File: config.mk
export PLATFORM = sky130hd
export DESIGN_NAME = fetch_stage_flat
export DESIGN_NICKNAME = d
export VERILOG_FILES = /design/src/rtl/fetch_stage_if.sv /design/src/rtl/fetch_stage.sv /design/src/flat_wrapper.sv
export SDC_FILE = /design/constraint.sdc
export NUM_CORES = 1
export LEC_CHECK = 0
export CORE_MARGIN = 2
export CORE_UTILIZATION = 35
export DETAILED_ROUTE_END_ITERATION = 16
export GPL_ROUTABILITY_DRIVEN = 0
export PLACE_DENSITY = 0.65
export SLEW_MARGIN = 40
export SYNTH_ARGS = -nofsm -noshare
export SYNTH_HDL_FRONTEND = slang
export SYNTH_SLANG_ARGS = --single-unit
File: constraint.sdc
create_clock -name clk -period 2.9 [get_ports clk]
set_input_delay 0.58 -clock clk [delete_from_list [all_inputs] [get_ports clk]]
set_output_delay 0.58 -clock clk [all_outputs]
set_load 0.01 [all_outputs]
File: src/rtl/fetch_stage_if.sv
// Fetch-stage bus bundle: the SRAM-like instruction read port and the
// valid/ready output slot feeding the decode pipeline register.
interface fetch_stage_if;
  // instruction read port
  logic        inst_req;
  logic [31:0] inst_addr;
  logic        inst_addr_ok;
  logic        inst_data_ok;
  logic [31:0] inst_rdata;
  // decode output slot
  logic        d_valid;
  logic        d_ready;
  logic [31:0] d_pc;
  logic [31:0] d_pcplus4;
  logic [31:0] d_instr;
  logic        d_adel;

  // Fetch stage view: drives requests and the output slot.
  modport master (
    output inst_req, inst_addr,
    input  inst_addr_ok, inst_data_ok, inst_rdata,
    output d_valid, d_pc, d_pcplus4, d_instr, d_adel,
    input  d_ready
  );

  // Environment view: memory responder and decode stage.
  modport slave (
    input  inst_req, inst_addr,
    output inst_addr_ok, inst_data_ok, inst_rdata,
    input  d_valid, d_pc, d_pcplus4, d_instr, d_adel,
    output d_ready
  );
endinterface

File: src/rtl/fetch_stage.sv
// Instruction-fetch front end: owns the fetch PC, keeps at most one word
// read outstanding, and hands {pc, pc+4, instr, adel} to decode through a
// one-entry valid/ready slot. Redirects take effect immediately; a read that
// is still in flight when a redirect arrives is squashed via the discard flag.
module fetch_stage #(
  parameter logic [31:0] RESET_PC = 32'hBFC0_0000
) (
  input  logic          clk,
  input  logic          resetn,
  fetch_stage_if.master bus,
  input  logic          br_valid,
  input  logic [31:0]   br_target,
  input  logic          exc_valid,
  input  logic [31:0]   exc_target
);

  localparam logic [1:0] ST_REQ   = 2'd0;
  localparam logic [1:0] ST_WAIT  = 2'd1;
  localparam logic [1:0] ST_FAULT = 2'd2;

  logic [1:0]  state_q,     state_d;
  logic [31:0] pc_q,        pc_d;
  logic [31:0] req_pc_q,    req_pc_d;
  logic        discard_q,   discard_d;
  logic        d_valid_q,   d_valid_d;
  logic [31:0] d_pc_q,      d_pc_d;
  logic [31:0] d_pcplus4_q, d_pcplus4_d;
  logic [31:0] d_instr_q,   d_instr_d;
  logic        d_adel_q,    d_adel_d;

  logic        slot_free_s;
  logic        slot_take_s;
  logic        pc_misaligned_s;
  logic        inst_req_s;
  logic        accept_s;
  logic        redir_s;
  logic [31:0] redir_target_s;
  logic        outstanding_s;

  assign slot_free_s     = ~d_valid_q | bus.d_ready;
  assign slot_take_s     = d_valid_q & bus.d_ready;
  assign pc_misaligned_s = (pc_q[1:0] != 2'b00);
  // Only request when the slot is free: returning data then always has a
  // place to land, so no skid buffer is needed.
  assign inst_req_s      = resetn & (state_q == ST_REQ) & ~pc_misaligned_s & slot_free_s;
  assign accept_s        = inst_req_s & bus.inst_addr_ok;
  assign redir_s         = exc_valid | br_valid;
  assign redir_target_s  = exc_valid ? exc_target : br_target;
  // A read stays in flight past this cycle if we are waiting without data,
  // or a new request is being accepted right now.
  assign outstanding_s   = ((state_q == ST_WAIT) & ~bus.inst_data_ok) |
                           ((state_q == ST_REQ) & accept_s);

  assign bus.inst_req  = inst_req_s;
  assign bus.inst_addr = pc_q;
  assign bus.d_valid   = d_valid_q;
  assign bus.d_pc      = d_pc_q;
  assign bus.d_pcplus4 = d_pcplus4_q;
  assign bus.d_instr   = d_instr_q;
  assign bus.d_adel    = d_adel_q;

  // Next-state logic: redirect has priority over normal fetch progress.
  always_comb begin
    state_d     = state_q;
    pc_d        = pc_q;
    req_pc_d    = req_pc_q;
    discard_d   = discard_q;
    d_valid_d   = d_valid_q;
    d_pc_d      = d_pc_q;
    d_pcplus4_d = d_pcplus4_q;
    d_instr_d   = d_instr_q;
    d_adel_d    = d_adel_q;

    if (redir_s) begin
      pc_d      = redir_target_s;
      d_valid_d = 1'b0;
      if (outstanding_s) begin
        discard_d = 1'b1;
        state_d   = ST_WAIT;
      end else begin
        // Includes WAIT with data_ok now: that data is simply dropped.
        discard_d = 1'b0;
        state_d   = ST_REQ;
      end
    end else begin
      if (slot_take_s) begin
        d_valid_d = 1'b0;
      end else begin
        d_valid_d = d_valid_q;
      end

      case (state_q)
        ST_REQ: begin
          if (pc_misaligned_s) begin
            if (slot_free_s) begin
              d_valid_d   = 1'b1;
              d_pc_d      = pc_q;
              d_pcplus4_d = pc_q + 32'd4;
              d_instr_d   = 32'd0;
              d_adel_d    = 1'b1;
              state_d     = ST_FAULT;
            end else begin
              state_d = ST_REQ;
            end
          end else if (accept_s) begin
            req_pc_d = pc_q;
            pc_d     = pc_q + 32'd4;
            state_d  = ST_WAIT;
          end else begin
            state_d = ST_REQ;
          end
        end
        ST_WAIT: begin
          if (bus.inst_data_ok) begin
            if (!discard_q) begin
              d_valid_d   = 1'b1;
              d_pc_d      = req_pc_q;
              d_pcplus4_d = req_pc_q + 32'd4;
              d_instr_d   = bus.inst_rdata;
              d_adel_d    = 1'b0;
            end else begin
              d_valid_d = d_valid_d;
            end
            discard_d = 1'b0;
            state_d   = ST_REQ;
          end else begin
            state_d = ST_WAIT;
          end
        end
        ST_FAULT: begin
          state_d = ST_FAULT;
        end
        default: begin
          state_d = ST_REQ;
        end
      endcase
    end
  end

  // State and output-slot registers.
  always_ff @(posedge clk or negedge resetn) begin
    if (!resetn) begin
      state_q     <= ST_REQ;
      pc_q        <= RESET_PC;
      req_pc_q    <= 32'd0;
      discard_q   <= 1'b0;
      d_valid_q   <= 1'b0;
      d_pc_q      <= 32'd0;
      d_pcplus4_q <= 32'd0;
      d_instr_q   <= 32'd0;
      d_adel_q    <= 1'b0;
    end else begin
      state_q     <= state_d;
      pc_q        <= pc_d;
      req_pc_q    <= req_pc_d;
      discard_q   <= discard_d;
      d_valid_q   <= d_valid_d;
      d_pc_q      <= d_pc_d;
      d_pcplus4_q <= d_pcplus4_d;
      d_instr_q   <= d_instr_d;
      d_adel_q    <= d_adel_d;
    end
  end

endmodule

File: src/flat_wrapper.sv
// flat-port wrapper written by rule: the top's interface ports become plain ports
module fetch_stage_flat 
#(
  parameter logic [31:0] RESET_PC = 32'hBFC0_0000
)
  (clk, resetn, br_valid, br_target, exc_valid, exc_target, bus_inst_req, bus_inst_addr, bus_inst_addr_ok, bus_inst_data_ok, bus_inst_rdata, bus_d_valid, bus_d_pc, bus_d_pcplus4, bus_d_instr, bus_d_adel, bus_d_ready);
  fetch_stage_if bus_i ();
  input  logic clk;
  input  logic resetn;
  input  logic br_valid;
  input  logic [31:0] br_target;
  input  logic exc_valid;
  input  logic [31:0] exc_target;
  output wire logic [$bits(bus_i.inst_req)-1:0] bus_inst_req;
  output wire logic [$bits(bus_i.inst_addr)-1:0] bus_inst_addr;
  input wire logic [$bits(bus_i.inst_addr_ok)-1:0] bus_inst_addr_ok;
  input wire logic [$bits(bus_i.inst_data_ok)-1:0] bus_inst_data_ok;
  input wire logic [$bits(bus_i.inst_rdata)-1:0] bus_inst_rdata;
  output wire logic [$bits(bus_i.d_valid)-1:0] bus_d_valid;
  output wire logic [$bits(bus_i.d_pc)-1:0] bus_d_pc;
  output wire logic [$bits(bus_i.d_pcplus4)-1:0] bus_d_pcplus4;
  output wire logic [$bits(bus_i.d_instr)-1:0] bus_d_instr;
  output wire logic [$bits(bus_i.d_adel)-1:0] bus_d_adel;
  input wire logic [$bits(bus_i.d_ready)-1:0] bus_d_ready;
  assign bus_inst_req = bus_i.inst_req;
  assign bus_inst_addr = bus_i.inst_addr;
  assign bus_i.inst_addr_ok = bus_inst_addr_ok;
  assign bus_i.inst_data_ok = bus_inst_data_ok;
  assign bus_i.inst_rdata = bus_inst_rdata;
  assign bus_d_valid = bus_i.d_valid;
  assign bus_d_pc = bus_i.d_pc;
  assign bus_d_pcplus4 = bus_i.d_pcplus4;
  assign bus_d_instr = bus_i.d_instr;
  assign bus_d_adel = bus_i.d_adel;
  assign bus_i.d_ready = bus_d_ready;
  fetch_stage #(.RESET_PC(RESET_PC)) u_core (.clk(clk), .resetn(resetn), .bus(bus_i), .br_valid(br_valid), .br_target(br_target), .exc_valid(exc_valid), .exc_target(exc_target));
endmodule
==> impl_metrics.yaml, run 1 <==
clock_network:
  clockBufferDepth: 2
  clk_pin_slew_worst_paths_ps: 60
  cts_htree_levels: 4
  clock-sinks: 163
  postCtsHoldBufs: 0
  cts_setup_buffers: 0
  cts_buffers: 17
  post_cts_resized: 0
  clock_latency_ps: 430
  root_buffer: "clkbuf_16"
  cts_tree: "yes"
yosys:
  synth.avg_cell_area_um2: 9.09
  synth_cell_types: 54
  async_reset_ff_share_pct: 100
  syn_inst: 918
  synth_top_area_cell: "dfrtp_1"
  synthTopCellsByCount: "nand2_1, dfrtp_1, nor2_1, clkbuf_1, xor2_1"
  syn_nets: 1023
  yosys-top-cells-area: "dfrtp_1, nand2_1, xor2_1, a22o_1, xnor2_1"
  synth_most_common_cell: "nand2_1"
  yosysWarningCount: 0
  yosysSeqAreaShare_pct: 49.0
  synthFlopType: "dfrtp_1"
  synth.top_cell.area_share_pct: 46.2
  synth_area_um2: 8350
  synth_edf_count: 0
  ys_ff_latch: 163
power:
  peakVddDrop_mv: 0.298
  powerDensity_nw_per_um2: 652
  finalPower_mw: 7.60
  leakagePower_nw: 4.85
layout:
  syn2layout_area_growth_pct: 39.6
  diodes: 0
  nNetsFinal: 1233
  drive_above_1_share_pct: 7.45
setup_path:
  r2r_setup_slack_ps: 430
  cp-startpoint: "u_core.bus.inst_addr[1]$_DFFE_PN0P_"
  critPathRequiredTime_ps: 2320
  crit_path_end: "bus_inst_req"
  crit_arrival_ps: 2060
  timing.rr.start: "u_core.bus.inst_addr[2]$_DFFE_PN0P_"
  critPathSlowestCell: "clkdlybuf4s50_1"
  path_class: "reg -> out"
  crit_fanout: 6
  start_kind: "flop"
  slowest_delay_ps: 550
  crit_chain: "nor4_2 -> and3_1 -> clkdlybuf4s50_1"
  r2r_end: "u_core.bus.d_pcplus4[22]$_DFFE_PN0P_"
  worst_r2r_path_depth: 6
  endpoint_kind: "output port"
route:
  drt_iter0_markers: 511
  vias_per_cell: 5.23
  routedWlPerCell_um: 18.0
  dr.pass1.iters: 6
  routed_wl_um: 26300
  ant_nets: 0
  vias: 7632
  post-route-drc-count: 0
global_routing:
  grt_overflow: 0
  antenna_found_initial: 0
  grt_use_total_pct: 21.0
  grt_pass1_vias: 7264
  grt_start_max_net_pins: 95
  grt_pass1_wl_um: 40500
timing:
  setup_viol: 0
  max_slew.worst_pin.slew_ps: 740
  slew_headroom_pct: 50.4
  hold_violations: 0
  setup_slack_ps: 263
  min_period_ps: 2640
  report.final.slew_viol_count: 0
  setup-tns-final_ps: 0
  skew_ps: 14.4
  rsz0062_at_grt: "false"
  fin_crit_sh_pct: 90.9
  fmax_mhz: 379
floorplan:
  die_h_um: 158
  die-area_um2: 25100
  rows: 56
  dieWidth_um: 158
  io_pins: 234
  fp.coreArea_um2: 23500
  start_util_pct: 35.6
placed_design:
  dp_slack_ps: 166
  io_buffers: 233
  place_hpwl_um: 19300
outcome:
  status: "complete, no violations"
job:
  maxCapViolCount: 0
min_path:
  min_path_type: "in -> async"
==> layout by cell type (no fill, tap or decap), types with 14 or more instances in the layout <==
cell,Yosys,final
clkdlybuf4s50_1,0,232
nand2_1,208,207
dfrtp_1,154,154
nor2_1,58,57
xor2_1,38,38
nand3_1,34,34
a31oi_1,33,33
a22o_1,32,32
o21ai_0,30,30
xnor2_1,29,29
a21oi_1,27,27
buf_4,3,26
nand4_1,18,18
clkbuf_16,0,17
nor3_1,17,16
nor4_1,17,16
mux2i_1,15,15
a22oi_1,14,14
==> worst min path at each step <==
| stage | startpoint | end | slack (ps) | cells past startpoint |
|---|---|---|---|---|
| 4_1_cts | resetn | u_core.bus.d_instr[28]$_DFFE_PN0P_ | 200 | 2 |
| 3_3_place_gp | u_core.bus.d_pcplus4[12]$_DFFE_PN0P_ | u_core.bus.d_pcplus4[12]$_DFFE_PN0P_ | 460 | 2 |
| 5_1_grt | resetn | u_core.bus.d_instr[28]$_DFFE_PN0P_ | 220 | 2 |
| 3_5_place_dp | u_core.bus.d_pcplus4[12]$_DFFE_PN0P_ | u_core.bus.d_pcplus4[12]$_DFFE_PN0P_ | 470 | 2 |
| 2_1_floorplan | resetn | u_core.bus.d_adel$_DFFE_PN0P_ | 280 | 0 |
| 6_report | resetn | u_core.bus.d_instr[18]$_DFFE_PN0P_ | 210 | 2 |
==> per-stage QoR <==
stage | cell area [um^2] | std cells | hold slack, ps | util, %
floorplan | 8350 | 918 | 284 | -
global placement | 11100 | 1426 | 462 | 47.2
detailed placement | 11100 | 1428 | 471 | 47.4
CTS | 11600 | 1460 | 197 | 49.6
global route | 11600 | 1460 | 222 | 49.6
finish | 11600 | 1460 | 206 | 49.6
==> layout make-up <==
class | instances | area [um^2]
clock buffer | 21 | 440
clock inverter | 11 | 91.3
fill | 2230 | 11800
inverter | 8 | 30.0
multi-input combinational | 672 | 3930
sequential | 163 | 4090
tap | 319 | 399
timing repair buffer | 266 | 2670
==> per-layer routing <==
metal | global-route usage, % | part of all wire [%] | vias up
met5 | 0 | 0 | -
met1 | 30.1 | 47 | 3645
li1 | - | - | 3674
met2 | 31.3 | 43 | 288
met3 | 5.23 | 7.7 | 25
met4 | 6.48 | 1.7 | 0
==> registers in the layout, summed over array words and instances, names as in the netlist <==
name,flops
u_core.bus.d_pcplus4,32
u_core.state_q,2
u_core.bus.d_instr,32
u_core.req_pc_q,32
u_core.bus.d_valid,1
u_core.discard_q,1
u_core.bus.d_adel,1
u_core.bus.inst_addr,32
u_core.bus.d_pc,30
==> cell families (layout without fill, tap and decap cells) <==
family          count (synthesis)  count (layout)  share of synthesized area, %
simple gates                  407             407                          22.7
compound gates                180             180                          14.8
fa+ha+maj                       2               2                         0.300
buf+inv                        83             306                          4.26
xor+xnor                       67              67                          7.03
flops                         163             163                          49.0
mux                            16              16                          1.93
==> power breakdown <==
group,switching (mW),total [mW],internal [mW]
sequential,0.511,3.29,2.78
clock,0.903,2.07,1.17
combinational,1.01,2.23,1.23
total,2.42,7.60,5.18
==> critical path: cells and delay by family (launching register included) <==
| kind | cells | cell delay, ps |
|---|---|---|
| buffers and inverters | 1 | 550 |
| flip-flops | 1 | 460 |
| AND/OR/NAND/NOR | 2 | 630 |
No activity file was read; power rests on OpenSTA's default activity.
==> run 2: changes to the inputs <==
Settings changed: ABC_CLOCK_PERIOD_IN_PS set to 2900.
==> results of run 2 <==
Same layout as run 1: the final DEF is identical, and so are final timing and power.
==> run 3: changes to the inputs <==
Settings changed: ABC_CLOCK_PERIOD_IN_PS 2900 to 2500.
Clock period 2.9 ns to 2.5 ns, I/O delays scaled along.
==> impl_metrics.yaml, run 3 (synthesis gave the netlist of run 1 again) <==
outcome:
  status: "complete, no violations"
layout:
  post_layout_nonfiller_instances: 1487
  syn2layout_area_growth_pct: 43.0
  nNetsFinal: 1259
  design_area_um2: 11900
  final_common_cell: "clkdlybuf4s50_1"
  final_cell_mix: "clkdlybuf4s50_1, nand2_1, dfrtp_1"
  fillCellCount: 2173
  drive_above_1_share_pct: 9.51
power:
  peakVddDrop_mv: 0.305
  powerDensity_nw_per_um2: 753
  finalPower_mw: 8.99
  leakagePower_nw: 5.01
timing:
  rsz0062_at_grt: "false"
  setup-tns-final_ps: 0
  hold_violations: 0
  setup_viol: 0
  min_period_ps: 2320
  max_slew.worst_pin.slew_ps: 500
  slew_headroom_pct: 66.3
  report.final.slew_viol_count: 0
  setup_slack_ps: 180
  fin_crit_sh_pct: 92.8
  skew_ps: 12.4
  fmax_mhz: 431
placed_design:
  dp_cells: 1452
  place_area_um2: 11400
  io_buffers: 233
  place_hpwl_um: 19700
  dp_slack_ps: -64.0
clock_network:
  cts_tree: "yes"
  clock_latency_ps: 430
  root_buffer: "clkbuf_16"
  cts_buffers: 17
  clock-sinks: 163
  clk_pin_slew_worst_paths_ps: 70
  clockBufferDepth: 2
  postCtsHoldBufs: 0
  cts_htree_levels: 4
setup_path:
  critPathRequiredTime_ps: 2860
  slowest_delay_ps: 520
  crit_arrival_ps: 2680
  r2r_setup_slack_ps: 180
  crit_family: "simple AND/OR/NAND/NOR gates"
  start_kind: "flop"
  crit_fanout: 6
  crit_chain: "ha_1 -> nand4_4 -> or3_4 -> or4_4 -> a211oi_2 -> a221o_1"
  critPathBufInv: 0
  critPathSlowestCell: "or4_4"
  endpoint_kind: "flop"
  path_class: "reg -> reg"
  r2r_end: "u_core.bus.d_pcplus4[18]$_DFFE_PN0P_"
  timing.rr.start: "u_core.req_pc_q[3]$_DFFE_PN0P_"
  worst_r2r_path_depth: 6
floorplan:
  rows: 56
  io_pins: 234
  die-area_um2: 25100
  fp.coreArea_um2: 23500
  dieWidth_um: 158
  start_util_pct: 35.6
  die_h_um: 158
route:
  vias: 7754
  routed_wl_um: 26800
  drt_iter0_markers: 726
  post-route-drc-count: 0
  vias_per_cell: 5.21
  dr.pass1.iters: 6
  ant_nets: 0
  routedWlPerCell_um: 18.1
global_routing:
  antenna_found_initial: 0
  grt_overflow: 0
  grt_use_total_pct: 21.4
  grt_start_max_net_pins: 91
  grt_pass1_vias: 7362
  grt_pass1_wl_um: 41200
job:
  maxCapViolCount: 0
min_path:
  min_path_type: "in -> async"
## run 3: area by class of cell
type | count | area [um^2] | share of cell area (%)
repair buffers | 292 | 2920 | 24.5
well taps | 319 | 399 | 3.34
clock inverters | 8 | 81.3 | 0.681
flip-flops and latches | 163 | 4090 | 34.3
multi-input cells | 672 | 3940 | 33.0
inverters | 8 | 30.0 | 0.252
diodes | 1 | 2.50 | 0.0210
clock buffers | 24 | 472 | 3.95
## run 3: power breakdown
part	total, mW	internal, mW	switching (mW)
clock	2.50	1.43	1.07
combinational	2.71	1.47	1.24
sequential	3.78	3.22	0.553
## run 3: how the worst max path moves through the flow
stage / end / depth (start not counted) / slack (ps) / startpoint
2_1_floorplan: u_core.bus.d_pc[10]$_DFFE_PN0P_ / 9 / 380 / exc_valid
3_3_place_gp: u_core.bus.d_pcplus4[17]$_DFFE_PN0P_ / 6 / -70 / exc_valid
3_5_place_dp: u_core.bus.d_pcplus4[17]$_DFFE_PN0P_ / 6 / -60 / exc_valid
4_1_cts: bus_inst_req / 3 / 40 / u_core.bus.inst_addr[1]$_DFFE_PN0P_
5_1_grt: u_core.bus.d_pcplus4[18]$_DFFE_PN0P_ / 6 / 110 / u_core.req_pc_q[3]$_DFFE_PN0P_
6_report: u_core.bus.d_pcplus4[18]$_DFFE_PN0P_ / 6 / 180 / u_core.req_pc_q[3]$_DFFE_PN0P_
## run 3: worst register-to-register path: cells and delay by family (launching register included)
kind            cells  cell delay (ps)
compound gates      2              380
fa+ha+maj           1              290
flops               1              440
simple gates        3             1140
## run 3: layer usage
| layer | routed length (um) | share of wire, % | GRT usage (%) | vias up |
|---|---|---|---|---|
| met3 | 2350 | 8.8 | 5.33 | 32 |
| met5 | 0 | 0 | 0 | - |
| met1 | 12400 | 46 | 30.8 | 3666 |
| met2 | 11600 | 43 | 31.8 | 336 |
| li1 | - | - | - | 3720 |
| met4 | 439 | 1.6 | 6.56 | 0 |
## run 3: stage by stage
| stage | utilization [%] | hold slack, ps |
|---|---|---|
| after floorplan | - | 204 |
| after global placement | 48.3 | 464 |
| after detailed placement | 48.4 | 474 |
| after CTS | 50.8 | 133 |
| after global routing | 50.8 | 162 |
| final | 50.9 | 144 |
## run 3: timing repair
| action | CTS | global route |
|---|---|---|
| pin swaps | 0 | 1 |
| gates resized for setup | 1 | 2 |
| endpoints found under the setup margin | 1 | 1 |
| buffers inserted | 0 | 2 |
| gates cloned | 0 | 0 |
